<file path="src/rtl/piezo_arb_pkg.sv">
// Shared types and cycle constants for the piezo arbiter.
// The FAST_* set shrinks every timing so that benches run in a few thousand cycles.
package piezo_arb_pkg;

  typedef enum logic [2:0] {
    S_IDLE,
    S_FAN,
    S_ERR_BEEP,
    S_ERR_GAP,
    S_BATT_BEEP
  } state_t;

  localparam int ERR_BEEPS = 3;

  localparam int DEF_BEEP_HALF   = 25000;
  localparam int DEF_BEEP_LEN    = 5000000;
  localparam int DEF_GAP_LEN     = 2500000;
  localparam int DEF_FAN_TMO     = 33554432;
  localparam int DEF_BATT_PERIOD = 100000000;

  localparam int FAST_BEEP_HALF   = 4;
  localparam int FAST_BEEP_LEN    = 40;
  localparam int FAST_GAP_LEN     = 20;
  localparam int FAST_FAN_TMO     = 1000;
  localparam int FAST_BATT_PERIOD = 200;

  // Counter width for a given terminal value, never narrower than one bit.
  function automatic int cw(input int v);
    return (v > 1) ? $clog2(v) : 1;
  endfunction

endpackage

</file>
<file path="src/rtl/beep_tone.sv">
// Square-wave tone generator. en is driven one cycle ahead of the beep window,
// so the first enabled edge only arms the counter and tone lines up with the window.
module beep_tone
  import piezo_arb_pkg::*;
#(
  parameter int HALF = DEF_BEEP_HALF
) (
  input  logic clk,
  input  logic rst_n,
  input  logic en,
  output logic tone
);

  localparam int CW = cw(HALF);

  logic [CW-1:0] cnt;
  logic          armed;

  always_ff @(posedge clk or negedge rst_n) begin
    if (!rst_n) begin
      cnt   <= '0;
      armed <= 1'b0;
      tone  <= 1'b0;
    end else if (!en) begin
      cnt   <= '0;
      armed <= 1'b0;
      tone  <= 1'b0;
    end else if (!armed) begin
      armed <= 1'b1;
    end else if (cnt == CW'(HALF - 1)) begin
      cnt  <= '0;
      tone <= ~tone;
    end else begin
      cnt <= cnt + CW'(1);
    end
  end

endmodule

</file>
<file path="src/rtl/piezo_arb.sv">
// Arbiter for the single piezo bender: fanfare player, 3-beep error alert and
// periodic low-battery chirp. One sound at a time, never preempted.
module piezo_arb
  import piezo_arb_pkg::*;
#(
  parameter int BEEP_HALF   = DEF_BEEP_HALF,
  parameter int BEEP_LEN    = DEF_BEEP_LEN,
  parameter int GAP_LEN     = DEF_GAP_LEN,
  parameter int FAN_TMO     = DEF_FAN_TMO,
  parameter int BATT_PERIOD = DEF_BATT_PERIOD
) (
  input  logic clk,
  input  logic rst_n,
  input  logic fanfare_req,
  input  logic err_req,
  input  logic batt_low,
  input  logic fanfare_done,
  input  logic pz_fan,
  output logic go,
  output logic piezo,
  output logic piezo_n,
  output logic busy
);

  localparam int BL_W = cw(BEEP_LEN);
  localparam int GL_W = cw(GAP_LEN);
  localparam int FT_W = cw(FAN_TMO);
  localparam int HO_W = cw(BATT_PERIOD + 1);
  localparam int EC_W = cw(ERR_BEEPS);

  state_t          state, nxt;
  logic            pend_err, pend_fan;
  logic [BL_W-1:0] beep_cnt;
  logic [GL_W-1:0] gap_cnt;
  logic [FT_W-1:0] fan_cnt;
  logic [HO_W-1:0] holdoff;
  logic [EC_W-1:0] err_cnt;
  logic            fan_p, fan_n, beep_on, tone;

  logic batt_ok, beep_end, gap_end, fan_end, last_err;
  logic start_err, start_fan, in_beep, nxt_beep;

  assign batt_ok  = batt_low && (holdoff == '0);
  assign beep_end = (beep_cnt == BL_W'(BEEP_LEN - 1));
  assign gap_end  = (gap_cnt == GL_W'(GAP_LEN - 1));
  assign fan_end  = fanfare_done || (fan_cnt == FT_W'(FAN_TMO - 1));
  assign last_err = (err_cnt == EC_W'(ERR_BEEPS - 1));
  assign in_beep  = (state == S_ERR_BEEP) || (state == S_BATT_BEEP);

  always_comb begin
    nxt       = state;
    start_err = 1'b0;
    start_fan = 1'b0;
    unique case (state)
      S_IDLE: begin
        if (pend_err) begin
          nxt       = S_ERR_BEEP;
          start_err = 1'b1;
        end else if (pend_fan) begin
          nxt       = S_FAN;
          start_fan = 1'b1;
        end else if (batt_ok) begin
          nxt = S_BATT_BEEP;
        end
      end
      S_FAN:       if (fan_end) nxt = S_IDLE;
      S_ERR_BEEP:  if (beep_end) nxt = S_ERR_GAP;
      S_ERR_GAP:   if (gap_end) nxt = last_err ? S_IDLE : S_ERR_BEEP;
      S_BATT_BEEP: if (beep_end) nxt = S_IDLE;
      default:     nxt = S_IDLE;
    endcase
    nxt_beep = (nxt == S_ERR_BEEP) || (nxt == S_BATT_BEEP);
  end

  always_ff @(posedge clk or negedge rst_n) begin
    if (!rst_n) begin
      state    <= S_IDLE;
      pend_err <= 1'b0;
      pend_fan <= 1'b0;
      go       <= 1'b0;
      beep_cnt <= '0;
      gap_cnt  <= '0;
      fan_cnt  <= '0;
      holdoff  <= '0;
      err_cnt  <= '0;
    end else begin
      state    <= nxt;
      // A request in the same cycle its flag is consumed re-arms the flag.
      pend_err <= err_req | (pend_err & ~start_err);
      pend_fan <= fanfare_req | (pend_fan & ~start_fan);
      go       <= start_fan;
      beep_cnt <= (in_beep && nxt == state) ? beep_cnt + BL_W'(1) : '0;
      gap_cnt  <= (state == S_ERR_GAP && nxt == S_ERR_GAP) ? gap_cnt + GL_W'(1) : '0;
      fan_cnt  <= (state == S_FAN && nxt == S_FAN) ? fan_cnt + FT_W'(1) : '0;
      if (start_err)
        err_cnt <= '0;
      else if (state == S_ERR_GAP && gap_end)
        err_cnt <= err_cnt + EC_W'(1);
      if (state == S_BATT_BEEP && beep_end)
        holdoff <= HO_W'(BATT_PERIOD);
      else if (holdoff != '0)
        holdoff <= holdoff - HO_W'(1);
    end
  end

  // Drive registers are loaded from the next state so they align with it.
  always_ff @(posedge clk or negedge rst_n) begin
    if (!rst_n) begin
      fan_p   <= 1'b0;
      fan_n   <= 1'b0;
      beep_on <= 1'b0;
    end else begin
      fan_p   <= (nxt == S_FAN) & pz_fan;
      fan_n   <= (nxt == S_FAN) & ~pz_fan;
      beep_on <= nxt_beep;
    end
  end

  beep_tone #(
    .HALF(BEEP_HALF)
  ) u_tone (
    .clk  (clk),
    .rst_n(rst_n),
    .en   (nxt_beep),
    .tone (tone)
  );

  assign piezo   = fan_p | tone;
  assign piezo_n = fan_n | (beep_on & ~tone);
  assign busy    = (state != S_IDLE);

endmodule

</file>
<file path="config.mk">
export PLATFORM = sky130hd
export DESIGN_NAME = piezo_arb
export DESIGN_NICKNAME = d
export VERILOG_FILES = /design/src/rtl/piezo_arb_pkg.sv /design/src/rtl/beep_tone.sv /design/src/rtl/piezo_arb.sv
export SDC_FILE = /design/constraint.sdc
export NUM_CORES = 1
export LEC_CHECK = 0
export CAP_MARGIN = 20
export CORE_MARGIN = 3
export CORE_UTILIZATION = 35
export CTS_BUF_LIST = sky130_fd_sc_hd__clkbuf_4
export DETAILED_ROUTE_END_ITERATION = 8
export HOLD_SLACK_MARGIN = 0.12
export PLACE_DENSITY_LB_ADDON = 0.25
export SLEW_MARGIN = 20
export SYNTH_ARGS = -nofsm -noshare
export SYNTH_HDL_FRONTEND = slang
export SYNTH_SLANG_ARGS = --single-unit
export TNS_END_PERCENT = 100
</file>
<file path="constraint.sdc">
create_clock -name clk -period 5.85 [get_ports clk]
set_input_delay 1.17 -clock clk [delete_from_list [all_inputs] [get_ports clk]]
set_output_delay 1.17 -clock clk [all_outputs]
set_load 0.02 [all_outputs]
</file>
# After elaboration in Yosys (flattened, before gate mapping)
# Cells that the tools add are included.
# totals
output_inout_bits	4
ff_bits	125
# classes
n_bitwise	13
n_reduce_logical	16
n_addsub	6
n_mux	28
n_eq_ne	16
# ops
cell	count
$mux 27	2
$mux 15	3
$logic_not 27->1	1
$reduce_bool 27->1	1
$sub 27x1->27 const B	1
$add 25x1->25 const B	1
$eq 25x25->1 const B	1
$mux 25	1
$add 23x1->23 const B	1
$eq 23x23->1 const B	1
$mux 23	1
$add 22x1->22 const B	1
$eq 22x22->1 const B	1
$mux 22	1
$mux 3	7
$add 15x1->15 const B	1
$eq 15x15->1 const B	1
$pmux 3 s5	1
$eq 3x2->1 const B	4
$mux 1	9
$eq 3x1->1 const B	2
$eq 3x3->1 const B	2
$logic_and 1x1->1	6
$mux 2	3
12 further kinds	26

# Logic depth before layout (Yosys ltp)
# logic_depth
ltp_word	10
depth_mapped	9
ltp_nobuf	7

# Modules after synthesis
# From an unflattened synthesis, not the netlist that was laid out.
# hier_totals
cells_unflattened	670
hier_area_um2	6451.2
# modules_own_cells
module	n_inst	cells_per_inst	area_per_inst_um2	seq_area_each_um2
piezo_arb	1	579	5567.8	2702.6
beep_tone	1	91	883.3	425.4

# Worst setup path before layout
# No wires, ideal clock.
# synth_timing
path_type	input -> register
startpoint	input fanfare_done
endpoint	register beep_on
slack_ns	3.276
path_stages	6
t_required_ns	5.725
arrival_time_ns	2.448
path_buffers	1
path_cell_list	or4b_2 inv_1 o41ai_4 o2111ai_4 buf_6 nor2_1
# synth_via
elab_chain_cells	5
elab_cells_between_ends	6
cone_classes	2 x eq/ne; 2 x mux; 2 x reduce/logical
# synth_rtl
element	line_no	rtl
start, declared	piezo_arb.sv:17	input logic fanfare_done,
$logic_or 1x1->1 (*)	piezo_arb.sv:46	assign fan_end = fanfare_done || (fan_cnt == FT_W'(FAN_TMO - 1));
$mux 3 (*)	piezo_arb.sv:66	S_FAN: if (fan_end) nxt = S_IDLE;
$pmux 3 s5 (*)	piezo_arb.sv:54	unique case (state)
net nxt[0]	piezo_arb.sv:31	state_t state, nxt;
$eq 3x2->1 / $eq 3x3->1 (equally long branches)	piezo_arb.sv:72	nxt_beep = (nxt == S_ERR_BEEP) || (nxt == S_BATT_BEEP);
$logic_or 1x1->1 (*)	piezo_arb.sv:72	
net nxt_beep	piezo_arb.sv:41	logic start_err, start_fan, in_beep, nxt_beep;
end signal, assigned	piezo_arb.sv:115	beep_on <= nxt_beep;
end, declared	piezo_arb.sv:38	logic fan_p, fan_n, beep_on, tone;
# Mark *: on every way through the listed nets, which the timed path passes. The rest lies on a longest branch.
# A chain may end at the register's enable or synchronous reset.

# Final worst setup path
# layout_timing
startpoint	register state[0]
endpoint	output busy
# layout_via
elab_chain_cells	1
# layout_rtl
element	line_no	rtl
start, declared	piezo_arb.sv:31	
start signal, assigned	piezo_arb.sv:87	state <= nxt;
$reduce_bool 3->1	piezo_arb.sv:130	assign busy = (state != S_IDLE);
end, declared	piezo_arb.sv:22	output logic busy
# Every way passes these cells.

==> out/metrics.csv <==
metric,value,unit
H-tree Lvls,4,
syn_nets,713,
DRT Pass-1 Iters,5,
Post-synth EDFFs,0,
crit path time final,3.17,ns
Worst Setup Start Kind,flip-flop,
pwr/cell area,233,mW/mm2
Yosys cell types,53,
Worst Tran Pin Value,0.823,ns
Hold Path Class,flip-flop to flip-flop,
"Setup violations, final",0,
register area,0.00310,mm2
fillcell total,1801,
max-slew violations,0,
Max Fclk,0.316,GHz
crit path DAT,2.00,ns
port bufs,10,
Clock Latency Late Sink,0.54,ns
peak supply drop,114,uV
post-CTS setup buffers,0,
vias per cell,5.52,
status,"complete, no violations",
Hold Buf Count CTS,0,
CP required,4.68,ns
Mean Syn Cell Area,9.34,um2
wire per inst,14.8,um
HPWL after DPL,9340,um
Layout Cells excl Fill,944,
Die H,143,um
Post-DRT Antenna Nets,0,
clk buf depth,2,
Layout Nets,715,
synthesized cell area,0.00653,mm2
largest net degree at the start of global routing,82,
core area,0.0181,mm2
dpl cells,911,
Layout area overhead,9.16,%
fin util,0.393,
worst hold margin,0.495,ns
Initial Utilization,0.360,
post-cts sizing count,0,
max_slew headroom,0.447,
share of post-route cells with drive strength above 1,0.0812,
row cnt,49,
Die X-Extent,143,um
Clock Root Buffer,clkbuf_4,
Fin. Hold Viols,0,
Inserted Clock Buffers,17,
Ports,11,
"top cells by count, synth","124 x dfrtp_1, 95 x nor2_1, 43 x nand2_1, 43 x xnor2_1, 40 x nand3_1",
Synth warnings,0,
met3 GRT Util,0.0376,
clk_skew,0.0216,ns
number of synthesized register bits,124,
Total Wirelength,13900,um
kind of critical path,flip-flop to primary output,
register area share after synthesis,0.475,
TritonCTS clock tree,built,
die area,0.0203,mm2
Clock Pin Slew Worst Setup and Hold Paths,0.12,ns
Synth Instances,699,
setup TNS,0,ns
GR peak layer,met2,
# clock sinks,124,
Synth area leader,dfrtp_1,
CP endpoint kind,primary output,
first-pass GRT wire length,24200,um
Most used DFF post-synth,dfrtp_1,
met2 usage,0.227,
number of max-cap violations,0,
multi-input logic area,0.00320,mm2
Synth top area share,0.475,
Global Route Usage Sum,0.144,
most frequent cell after synthesis,dfrtp_1,
GPL Wtd Cong,0.845,
RSZ-0062 raised after global routing,false,
vias in the first global route,5127,
DRC viols,0,
top post-synthesis cells by area,"dfrtp_1 48%, xnor2_1 5.8%, nor2_1 5.5%",
Crit Path Max Fanout,8,
initial antenna violation count,1,
met1 usage,0.193,
gr ovfl total,0,
Leakage,2.90,nW
asr flop ratio synth,1.00,
initial DRC count,357,
fin crit share,0.541,
vias post-DR,5211,
-- state kept, by name (all words and copies together), names as in the netlist, 2 cells and up --
signal / flops
holdoff: 27
err_cnt: 2
u_tone.cnt: 15
beep_cnt: 23
gap_cnt: 22
fan_cnt: 25
state: 3
-- final timing paths --
| kind | start | end | slack (ns) | cells past startpoint |
|---|---|---|---|---|
| min reg2reg | gap_cnt[0]$_DFF_PN0_ | gap_cnt[0]$_DFF_PN0_ | 0.49 | 1 |
| min | gap_cnt[0]$_DFF_PN0_ | gap_cnt[0]$_DFF_PN0_ | 0.49 | 1 |
| max | state[0]$_DFF_PN0_ | busy | 2.68 | 3 |
| min in group asynchronous | rst_n | holdoff[3]$_DFFE_PN0P_ | 0.65 | 1 |
| max in group asynchronous | rst_n | u_tone.cnt[1]$_DFFE_PN0P_ | 4.17 | 2 |
| max reg2reg | holdoff[8]$_DFFE_PN0P_ | u_tone.cnt[13]$_DFFE_PN0P_ | 2.81 | 5 |
-- metrics by stage --
stage               setup slack (ns)  cell area, um2  total power, W
floorplan                       3.28            6530         0.00100
global placement                2.57            6810         0.00105
detailed placement              2.52            6820         0.00105
CTS                             2.63            7120         0.00169
global route                    2.54            7130         0.00175
finish                          2.68            7130         0.00166
-- worst max-delay path, cell delays in order (launching register included) --
cell	delay, ns
dfrtp_1	0.50
nor3_1	0.28
inv_1	0.13
clkdlybuf4s50_1	0.56
-- layer usage --
metal | vias up | routed length, um
met5 | - | 0
met4 | 0 | 168
met3 | 16 | 446
met2 | 90 | 6530
met1 | 2584 | 6790
li1 | 2521 | -
-- cells by family after synthesis --
| logic type | share of synthesized area |
|---|---|
| and+or+nand+nor | 0.291 |
| DFF | 0.475 |
| AOI/OAI and AO/OA | 0.0935 |
| xor gates and xnor gates | 0.0872 |
| buffers and inverters | 0.0360 |
| adders and majority gates | 0.0134 |
| muxes | 0.00307 |
-- layout by cell type, fill, tap and decap left out, drive strengths merged, types with 3 or more instances in the layout --
cell and count:
a22oi 4, nor2 95, a211oi 6, nor2b 3, nor3b 3, clkinvlp 5, nor3 39, ha 7
nor4b 5, nand4b 3, xnor2 43, xor2 22, nor4 25, nand4 19, nand3 40, a31oi 3
and2 6, clkdlybuf4s50 9, or2 4, or4b 3, and3 12, or4 13, or3 14, or3b 3
o41ai 5, inv 34, dfrtp 124, buf 4, nand2b 3, o21ai 23, a21oi 26, o31ai 10
and4 13, clkbuf 18, nand2 43
-- cell type report --
class                           instances  share of cell area
Clock buffer                           18              0.0190
Antenna cell                            1            0.000351
Clock inverter                         14              0.0227
Tap cell                              229              0.0402
Timing Repair Buffer                   13              0.0174
Sequential cell                       124               0.435
Multi-Input combinational cell        516               0.450
Inverter                               29              0.0153
-- where the power goes --
| group | switching (W) | leakage [nW] | internal (W) |
|---|---|---|---|
| clock network | 0.000359 | 0.144 | 0.000267 |
| registers | 0.0000353 | 1.70 | 0.000882 |
| logic | 0.0000765 | 1.05 | 0.0000402 |
Power figures use the tool's default switching activity.
==> RTL edit 1: new RTL, same settings <==
Change the package constant `DEF_GAP_LEN` from 2500000 to 10000000.
--- a/src/rtl/piezo_arb_pkg.sv
+++ b/src/rtl/piezo_arb_pkg.sv
@@ -14,7 +14,7 @@
 
   localparam int DEF_BEEP_HALF   = 25000;
   localparam int DEF_BEEP_LEN    = 5000000;
-  localparam int DEF_GAP_LEN     = 2500000;
+  localparam int DEF_GAP_LEN     = 10000000;
   localparam int DEF_FAN_TMO     = 33554432;
   localparam int DEF_BATT_PERIOD = 100000000;
 
Function: no difference found for any inputs over 10 cycles, from zero or initial values and one cycle with rst_n low; that may be too few to reach the edited logic, so the function may still have changed.
==> RTL edit 1 against the unedited design <==
Via count shrank 5.6%; sequential cell count grew 2; power is essentially flat; cell area shrank 0.44%; worst hold slack lost 5.9 ps; sequential power grew 2.8%; area after synthesis is essentially flat; critical path depth grew 2; worst setup slack lost 440 ps; wire length shrank 3.7%; clock skew shrank 6.1 ps; critical path type is now register to register; highest routed layer unchanged.
==> RTL edit 1: results (changes against the unedited design) <==
Status - finished, final reports clean (unchanged)
DP HPWL - 8910 um (was 9340 um)
Synthesis-stage register bit count - 126 (was 124)
Mux contribution to synthesized area - 0% (was 0.307%)
Arr. time, crit path - 4020 ps (was 2000 ps)
DP Worst Slack - 2200 ps (was 2520 ps)
Largest registers - holdoff (27), fan_cnt (25), gap_cnt (24) (was holdoff (27), fan_cnt (25), beep_cnt (23))
Signal buf overhead - 1.96% (was 1.74%)
Post-Synth XOR/XNOR Area - 10.9% (was 8.72%)
Fin Clk Skew - 15.5 ps (was 21.6 ps)
Maximum VDD drop - 0.119 mV (was 0.114 mV)
Inserted Diodes - 2 (was 1)
Vias/cell - 5.29 (was 5.52)
Area occupied by multi-input gates - 3170 um^2 (was 3200 um^2)
R2R Path End - fan_p (was u_tone.cnt[13])
Clk cell area share - 3.53% (was 4.16%)
Area contributors post-synth - dfrtp_1 48%, nor2_1 5.5%, xor2_1 5.5% (was dfrtp_1 48%, xnor2_1 5.8%, nor2_1 5.5%)
Internal power - 1.21 mW (was 1.19 mW)
NumNets Final - 701 (was 715)
Fraction of area in registers - 44.4% (was 43.5%)
Commonest cells post-synth - 126 x dfrtp_1, 96 x nor2_1, 45 x nand2_1 (was 124 x dfrtp_1, 95 x nor2_1, 43 x nand2_1, 43 x xnor2_1, 40 x nand3_1)
Max FO, Critical Path - 24 (was 8)
Vias in the first global route - 4914 (was 5127)
CLK BUF - 20 (was 18)
Met2 Use GR - 22.9% (was 22.7%)
CTS buffer count - 17 (unchanged)
Area of placed instances - 6840 um^2 (was 6820 um^2)
Seq/Total Area, Yosys - 48.3% (was 47.5%)
Final period utilization - 61.6% (was 54.1%)
Worst path max stage delay - 870 ps (was 560 ps)
Synth Area in Adders - 1.34% (about the same)
Gr usage total - 14.2% (was 14.4%)
Critical-path top delay cell - nand3_1 (was clkdlybuf4s50_1)
Worst Hold Slack - 489 ps (was 495 ps)
GR Util met1 - 18.5% (was 19.3%)
Largest net degree at the start of global routing - 81 (was 82)
Slew @ Worst Pin - 1050 ps (was 823 ps)
#MultiIn Comb - 503 (was 516)
Reg-to-Reg Start - gap_cnt[17] (was holdoff[8])
Layout fillers - 1779 (was 1801)
Initial antenna violation count - 1 (unchanged)
Post-Syn Nets - 690 (was 713)
Nonclk inv count - 24 (was 29)
Placed cell count - 897 (was 911)
Initial DRC Count - 298 (was 357)
CP Capture Point - fan_p (was busy)
CTS H-tree depth - 4 (unchanged)
Clock Path Buffers - 2 (unchanged)
DIE WIDTH - 143 um (about the same)
Mapped Cells - 676 (was 699)
Wire per inst - 14.4 um (was 14.8 um)
Placer Congestion - 0.778 (was 0.845)
Non-filler cells in the finished layout - 930 (was 944)
First-pass GRT wire length - 23500 um (was 24200 um)
Post-route cell area - 7090 um^2 (was 7130 um^2)
Reg2Reg Setup Slack - 2250 ps (was 2810 ps)
Non-clock buffer count - 15 (was 13)
Leak - 2.96 nW (was 2.90 nW)
-- RTL edit 1: cell count changes in the layout (fill, tap and decap cells not counted), moves of 5 or more --
| cell | before | now |
|---|---|---|
| a21oi_1 | 26 | 21 |
| clkinv_2 | 0 | 5 |
| clkinvlp_4 | 5 | 0 |
| inv_1 | 29 | 24 |
| nand4_1 | 19 | 27 |
| o21ai_0 | 22 | 17 |
| o31ai_1 | 10 | 4 |
| xor2_1 | 22 | 41 |
-- RTL edit 1: power groups by stage --
stage	sequential [mW]	clock, mW	combinational, mW
floorplan	0.942	0	0.116
global placement	0.959	0	0.154
detailed placement	0.961	0	0.162
CTS	0.944	0.590	0.163
global route	0.951	0.628	0.182
finish	0.944	0.560	0.158
-- RTL edit 1: metal layers --
metal,vias to the layer above,routed length (um)
met5,-,0
met4,0,176
met3,16,423
met2,73,6410
met1,2389,6410
li1,2439,-
==> RTL edit 2: new RTL, same settings <==
Made on the original files. The 5 states of `state_t` get a one-hot encoding in 5 bits.
--- a/src/rtl/piezo_arb_pkg.sv
+++ b/src/rtl/piezo_arb_pkg.sv
@@ -2,12 +2,12 @@
 // The FAST_* set shrinks every timing so that benches run in a few thousand cycles.
 package piezo_arb_pkg;
 
-  typedef enum logic [2:0] {
-    S_IDLE,
-    S_FAN,
-    S_ERR_BEEP,
-    S_ERR_GAP,
-    S_BATT_BEEP
+  typedef enum logic [4:0] {
+    S_IDLE      = 5'b00001,
+    S_FAN       = 5'b00010,
+    S_ERR_BEEP  = 5'b00100,
+    S_ERR_GAP   = 5'b01000,
+    S_BATT_BEEP = 5'b10000
   } state_t;
 
   localparam int ERR_BEEPS = 3;
Formal check against the unedited RTL: no difference found for any inputs over 10 cycles, from zero or initial values and one cycle with rst_n low; not proved beyond that.
==> RTL edit 2 against the unedited design <==
Synthesized cell count shrank 6.6%; fmax is 13% lower; area after synthesis down 4.2%; cell area decreased by 2.8%; sequential cell count up 2; count of clock-buffer cells in the layout down 1; worst setup slack got worse by 470 ps; non-clock buffer count fell by 1; wire length down 14%; critical path type unchanged; largest cell class is now sequential cells.
Power is not compared: it rests on default switching activity, and its combinational part moved more than twofold at a synthesized area within 25%.
==> RTL edit 2: results (changes against the unedited design) <==
Status - finished, final reports clean (unchanged)
WL final - 12000 um (was 13900 um)
Reg-to-Reg Start - beep_cnt[0] (was holdoff[8])
GR Util met1 - 17.3% (was 19.3%)
Worst hold path startpoint - fan_cnt[0] (was gap_cnt[0])
Initial antenna violation count - 0 (was 1)
Max FO, Critical Path - 9 (was 8)
Met2 Use GR - 20.3% (was 22.7%)
Number of cell rows - 48 (was 49)
Post-Syn Nets - 667 (was 713)
Crit path from - state[2] (was state[0])
Gr usage total - 13.0% (was 14.4%)
Placer Congestion - 0.785 (was 0.845)
Slew @ Worst Pin - 749 ps (was 823 ps)
Area contributors post-synth - dfrtp_1 50%, xor2_1 7.3%, nor2_1 7.1% (was dfrtp_1 48%, xnor2_1 5.8%, nor2_1 5.5%)
NumNets Final - 680 (was 715)
Maximum VDD drop - 0.145 mV
Fraction of layout instances using a drive strength above 1 - 6.92% (was 8.12%)
Initial DRC Count - 272 (was 357)
Commonest cells post-synth - 125 x dfrtp_1, 118 x nor2_1, 54 x nand2_1 (was 124 x dfrtp_1, 95 x nor2_1, 43 x nand2_1, 43 x xnor2_1, 40 x nand3_1)
Met2 wire len - 5640 um (was 6530 um)
Seq/Total Area, Yosys - 50.4% (was 47.5%)
Distinct cells, synth - 50 (was 53)
Arr. time, crit path - 2460 ps (was 2000 ps)
Area of placed instances - 6570 um^2 (was 6820 um^2)
First-pass GRT wire length - 21000 um (was 24200 um)
M3 GR Usage - 3.09% (was 3.76%)
M1 wire length - 5810 um (was 6790 um)
Fin Clk Skew - 16.3 ps (was 21.6 ps)
DP HPWL - 8150 um (was 9340 um)
Inserted Diodes - 0 (was 1)
Met3 wire len - 292 um (was 446 um)
Largest net degree at the start of global routing - 80 (was 82)
Total number of vias - 4539 (was 5211)
Layout fillers - 1721 (was 1801)
## RTL edit 2: path summary, 6_finish.rpt
path	endpoint	slack (ps)	cells after the start
max reg2reg	u_tone.cnt[2]	2920	7
max in group asynchronous	fan_cnt[12]	4110	2
max	busy	2220	3
min	fan_cnt[0]	490	1
min in group asynchronous	holdoff[16]	670	1
min reg2reg	fan_cnt[0]	490	1
## RTL edit 2: cell families after synthesis
kind of cell	count (synthesis)	share of synthesized area, %
simple gates	342	27.6
mux	1	0.160
xor+xnor	93	13.0
compound gates	45	4.86
flops	126	50.4
fa+ha+maj	7	1.40
buf+inv	39	2.56
## RTL edit 2: through the flow
step           hold slack, ps  instances  worst slack (ps)  util, %
4_1_cts                   497        904              2160     39.7
3_3_place_gp              463        872              2640     37.7
2_1_floorplan             448        653              3210        -
5_1_grt                   524        904              2090     39.8
6_report                  491        904              2220     39.8
3_5_place_dp              479        872              2570     37.7
## RTL edit 2: cell type report
class / instances / share of cell area [%]
repair buffers: 12 / 1.68
well taps: 225 / 4.07
multi-input cells: 488 / 42.6
clock inverters: 15 / 3.14
flip-flops and latches: 126 / 45.6
inverters: 21 / 1.14
clock buffers: 17 / 1.84
## RTL edit 2: power by group through the flow
stage	sequential, mW	clock [mW]	combinational (mW)
after global routing	0.942	0.787	0.265
after global placement	0.951	0	0.238
after detailed placement	0.951	0	0.238
after floorplan	0.938	0	0.175
final	0.935	0.714	0.237
after CTS	0.935	0.743	0.241
## RTL edit 2: critical path, delay by kind of cell (launching register included)
| kind | cells | cell delay [ps] |
|---|---|---|
| simple gates | 2 | 900 |
| buf+inv | 1 | 560 |
| flops | 1 | 480 |
